**config.mk**
```make
export PLATFORM = sky130hd
export DESIGN_NAME = debounce
export DESIGN_NICKNAME = d
export VERILOG_FILES = /design/src/rtl/debounce_pkg.sv /design/src/rtl/debounce_sync2.sv /design/src/rtl/debounce.sv
export SDC_FILE = /design/constraint.sdc
export NUM_CORES = 1
export LEC_CHECK = 0
export ABC_AREA = 1
export CAP_MARGIN = 20
export CORE_AREA = 2 2 39 41
export CTS_BUF_LIST = sky130_fd_sc_hd__clkbuf_8 sky130_fd_sc_hd__clkbuf_16
export CTS_CLUSTER_DIAMETER = 100
export DETAILED_ROUTE_END_ITERATION = 8
export DIE_AREA = 0 0 41 43
export PLACE_DENSITY_LB_ADDON = 0.1
export SLEW_MARGIN = 0
export SYNTH_ARGS = -nofsm -noshare
export SYNTH_HDL_FRONTEND = slang
export SYNTH_SLANG_ARGS = --single-unit
```
**constraint.sdc**
```tcl
create_clock -name clk -period 1.05 [get_ports clk]
set_input_delay 0.2625 -clock clk [delete_from_list [all_inputs] [get_ports clk]]
set_output_delay 0.2625 -clock clk [all_outputs]
set_load 0.1 [all_outputs]
```
**src/rtl/debounce_pkg.sv**
```systemverilog
// -----------------------------------------------------------------------------
// debounce_pkg
//   Shared types and constants for the debounce block.
//   - state_e              : debouncer FSM states (ST_LOW / ST_HIGH)
//   - DEFAULT_HOLD_CYCLES  : default number of consecutive low samples that
//                            are required before the output deasserts
//   - hold_cnt_width()     : width of a low-sample counter that can hold
//                            0..hold_cycles
// -----------------------------------------------------------------------------
package debounce_pkg;

   typedef enum logic {
      ST_LOW  = 1'b0,
      ST_HIGH = 1'b1
   } state_e;

   localparam int unsigned DEFAULT_HOLD_CYCLES = 2;

   function automatic int unsigned hold_cnt_width(input int unsigned hold_cycles);
      int unsigned w;
      w = $clog2(hold_cycles + 1);
      return (w == 0) ? 1 : w;
   endfunction

endpackage : debounce_pkg

```
**src/rtl/debounce_sync2.sv**
```systemverilog
// -----------------------------------------------------------------------------
// sync2
//   Two-flop synchronizer for a single-bit signal that is asynchronous to clk.
//   Both flops reset to 0.
//   Ports:
//     clk   in  1  destination clock
//     rst_n in  1  asynchronous active-low reset
//     d_i   in  1  asynchronous input
//     q_o   out 1  input synchronized to clk (2 clocks of latency)
// -----------------------------------------------------------------------------
module sync2 (
   input  logic clk,
   input  logic rst_n,
   input  logic d_i,
   output logic q_o
);

   logic meta_q;
   logic sync_q;

   always_ff @(posedge clk or negedge rst_n) begin
      if (!rst_n) begin
         meta_q <= 1'b0;
         sync_q <= 1'b0;
      end else begin
         meta_q <= d_i;
         sync_q <= meta_q;
      end
   end

   assign q_o = sync_q;

endmodule : sync2

```
**src/rtl/debounce.sv**
```systemverilog
// -----------------------------------------------------------------------------
// debounce
//   Turns a bouncing button input into a clean level. The output asserts on
//   the first clock edge that samples the input high. It deasserts only after
//   HOLD_CYCLES consecutive low samples, so shorter low-going bounces are
//   filtered out.
//
//   Parameters:
//     HOLD_CYCLES  consecutive low samples needed to deassert s (>= 1)
//
//   Ports:
//     clk    in  1  system clock; all state updates on the rising edge
//     rst_n  in  1  asynchronous active-low reset
//     b      in  1  raw (bouncing) button input
//     s      out 1  debounced level, driven directly by a flop
//
//   Build option:
//     DEBOUNCE_SYNC_EN  when defined, b passes through a 2-flop synchronizer
//                       (sync2) before the FSM. This adds 2 clocks of
//                       assert and deassert latency. Define it when b is
//                       asynchronous to clk.
// -----------------------------------------------------------------------------
module debounce
   import debounce_pkg::*;
#(
   parameter int unsigned HOLD_CYCLES = DEFAULT_HOLD_CYCLES
) (
   input  logic clk,
   input  logic rst_n,
   input  logic b,
   output logic s
);

   localparam int unsigned      CW       = hold_cnt_width(HOLD_CYCLES);
   // Count value at which one more low sample completes the hold window.
   localparam logic [CW-1:0]    CNT_LAST = CW'(HOLD_CYCLES - 1);

   logic          b_smp;
   state_e        state_q, state_d;
   logic [CW-1:0] cnt_q,   cnt_d;
   logic          s_q,     s_d;

`ifdef DEBOUNCE_SYNC_EN
   sync2 u_sync2 (
      .clk   (clk),
      .rst_n (rst_n),
      .d_i   (b),
      .q_o   (b_smp)
   );
`else
   assign b_smp = b;
`endif

   always_comb begin
      state_d = state_q;
      cnt_d   = cnt_q;
      s_d     = s_q;
      case (state_q)
         ST_LOW: begin
            // There is no rise filter: the first high sample asserts s.
            cnt_d = '0;
            if (b_smp) begin
               state_d = ST_HIGH;
               s_d     = 1'b1;
            end
         end
         ST_HIGH: begin
            if (b_smp) begin
               cnt_d = '0;
            end else if (cnt_q >= CNT_LAST) begin
               // This is the HOLD_CYCLES-th consecutive low sample, so drop
               // s on this edge. The >= comparison also bounds the counter,
               // which therefore never wraps.
               state_d = ST_LOW;
               s_d     = 1'b0;
               cnt_d   = '0;
            end else begin
               cnt_d = cnt_q + CW'(1);
            end
         end
         default: begin
            state_d = ST_LOW;
            s_d     = 1'b0;
            cnt_d   = '0;
         end
      endcase
   end

   always_ff @(posedge clk or negedge rst_n) begin
      if (!rst_n) begin
         state_q <= ST_LOW;
         cnt_q   <= '0;
         s_q     <= 1'b0;
      end else begin
         state_q <= state_d;
         cnt_q   <= cnt_d;
         s_q     <= s_d;
      end
   end

   assign s = s_q;

endmodule : debounce

```
==> results.toml <==
[outcome]
result_of_the_run = "finished with violations"
violations_in_the_final_reports = "setup timing"

[run]
drv_cap = 0

[power]
clock_power_share = 0.344
cellInternalPower_uw = 610.1
power-per-cell-area_mw_per_mm2 = 3233
vdd_drop_max_mv = 0.8623
total_leakage_power_uw = 0.0001445
share_seq_of_total_power = 0.267
power.combinational.fraction = 0.389
switchingPower_uw = 340.4
power.share.switching = 0.3581

[worst_setup_path]
reg2regPathDepth = 6
critical_path.n_buffers_inverters = 1
reg2reg_from = "cnt_q[0]"
timing.critical_path.from_type = "flip-flop"
setup.worst_path.end_class = "output pin"
path_delay_family = "flip-flops"
ff2ff_setup_slack_ps = 140
critPathMaxFanout = 2
crit_start = "s"
critPathRequiredTime_ps = 790
critical_path.cell_chain = "buf_12"
rr_endpoint = "s"
crit_type = "reg2out"
timing.critical_path.slowest_cell_delay_ps = 410
arrival_ps = 800
cp_slowest_cell = "sky130_fd_sc_hd__dfrtp_2"

[global_route]
maximum_number_of_pins_on_one_net_before_global_route_repair = 5
grt.total_usage = 0.05035
grt_first_pass_wirelength_um = 489
antenna_found_initial = 0
gr-total-overflow = 0
grt_pass1_vias = 121

[layout]
diodes = 0
drive_gt1_frac = 0.3333
flow.area_growth_from_synthesis_pct = 67.86
layout.core_utilization = 0.2125
number_of_nets_at_the_end_of_the_flow = 32
final.fill_count = 153

[clocking]
max-clock-path-buffers = 2
cts_resized = 0
clock_latency_ps = 210
cts-buffers-inserted = 3
numClockSinks = 4
htree_num_levels = 1
clk_pin_slew_worst_paths_ps = 30
hold_buffers = 0
cts.repair_timing.setup_buffer_count = 0
tritoncts = "done"
clock_tree.root_cell = "sky130_fd_sc_hd__clkbuf_8"

[timing]
hold_viol_final = 0
finalHoldWorstSlack_ps = 252.1
period_needed_ps = 1060
slew_at_the_pin_closest_to_its_max_slew_limit_ps = 186.9
max_slew_margin = 0.8750
worst_slack_ps = -9.799
period_utilization_post_route = 1.009
final.setup_skew_ps = 1.434
setup_viol = 1
final_slew_violations = 0
rsz0062_at_grt = "yes"
achievable-frequency_ghz = 0.9436

[yosys]
synth-seq-cells = 4
postSynthCellCount = 19
synth_cell_types = 7
area_of_the_mapped_netlist_um2 = 175.2
synth-edff-count = 0
synth.top_cells.by_area = "sky130_fd_sc_hd__dfrtp_1, sky130_fd_sc_hd__inv_1, sky130_fd_sc_hd__nand2_1, sky130_fd_sc_hd__ha_1, sky130_fd_sc_hd__nor3b_2"
yosys_most_used_dff = "sky130_fd_sc_hd__dfrtp_1"
synth_nets = 23
post_synth.cell_area_avg_um2 = 9.219
netlist.area_leader.share = 0.5714
most_numerous_cell_types_in_the_synthesized_netlist = "sky130_fd_sc_hd__inv_1, sky130_fd_sc_hd__nand2_1, sky130_fd_sc_hd__dfrtp_1, sky130_fd_sc_hd__nor2_1"
yosysWarnings = 0
ys_async_sr_fraction = 1.000
sequential_fraction_of_the_synthesis_area = 0.5714
netlist.top_cell.by_area = "sky130_fd_sc_hd__dfrtp_1"

[drt]
route.antenna.remaining_nets = 0
drtIter0Drc = 3
route.detailed.vias_per_inst = 3.023
drt_pass1_iterations = 3
routed_wire_length_per_instance_um = 6.442
drt-total-wl_um = 277
route.detailed.drc = 0
overall_via_count_from_detail_route = 130

[place]
hpwlAfterDp_um = 217.5
gp_routability_congestion = 0.6514
port_buffers = 3

[die]
start_util = 0.1266
core-area_mm2 = 0.001384
i_o_pin_total = 4
placementRows = 14
chipWidth_um = 41
die-area_mm2 = 0.001763
dieHeight_um = 43

[worst_hold_path]
worstHoldPathType = "in2async"
## placed cells by master, fill, tap and decap left out, drive strengths merged
master         instances
buf                    2
nor3b                  1
nand2                  5
o21ai                  1
clkdlybuf4s50          2
ha                     1
inv                    6
clkbuf                 3
dfrtp                  4
nor2                   2
## through the flow
step / cell area [um^2] / std cells / setup TNS, ps / setup slack [ps] / power, uW
after floorplan: 176.4 / 19 / 0 / 105.6 / 494.4
after global placement: 244.0 / 39 / -135.2 / -82.15 / 620.3
after detailed placement: 244.0 / 39 / -117.5 / -77.31 / 616.6
after CTS: 289.0 / 43 / -18.57 / -18.57 / 953.8
after global routing: 294.0 / 43 / -35.56 / -35.56 / 1025
final: 294.0 / 43 / -9.799 / -9.799 / 950.5
## sequential cells by signal, indices dropped and copies added (netlist names)
signal	cells
state_q	1
cnt_q	2
s	1
## final cells by class
cell class | instances | area [um^2] | share of cell area
clock buffers | 3 | 41.29 | 0.1404
clock inverters | 1 | 3.754 | 0.01277
inverters | 5 | 18.77 | 0.06383
multi-input cells | 10 | 61.31 | 0.2085
flip-flops and latches | 4 | 101.3 | 0.3447
well taps | 16 | 20.02 | 0.06809
repair buffers | 4 | 47.55 | 0.1617
## cell families (layout without fill, tap and decap cells)
group	count (synthesis)	after routing	synth area share
flops	4	4	0.5715
buf+inv	5	13	0.1072
compound gates	1	1	0.02854
simple gates	8	8	0.2214
fa+ha+maj	1	1	0.07142
## power by group through the flow
stage                     combinational (uW)  sequential [uW]  clock, uW
final                                    369              254        327
after global routing                     406              264        356
after CTS                                362              254        337
after detailed placement                 361              256          0
after global placement                   366              254          0
after floorplan                          127              367          0
## how the worst max path moves through the flow
stage	cells past startpoint	end	slack (ps)
after floorplan	4	s	110
after global placement	5	s	-80
after detailed placement	5	s	-80
after CTS	1	s	-20
after global routing	1	s	-40
final	1	s	-10
## routing by layer
metal / track usage / up-vias / wire, um
met5: 0 / - / 0
met4: 0.04000 / 0 / 0
met3: 0.06283 / 0 / 26
met2: 0.05000 / 5 / 115
li1: - / 70 / -
met1: 0.05195 / 55 / 135
Power figures use the tool's default switching activity.
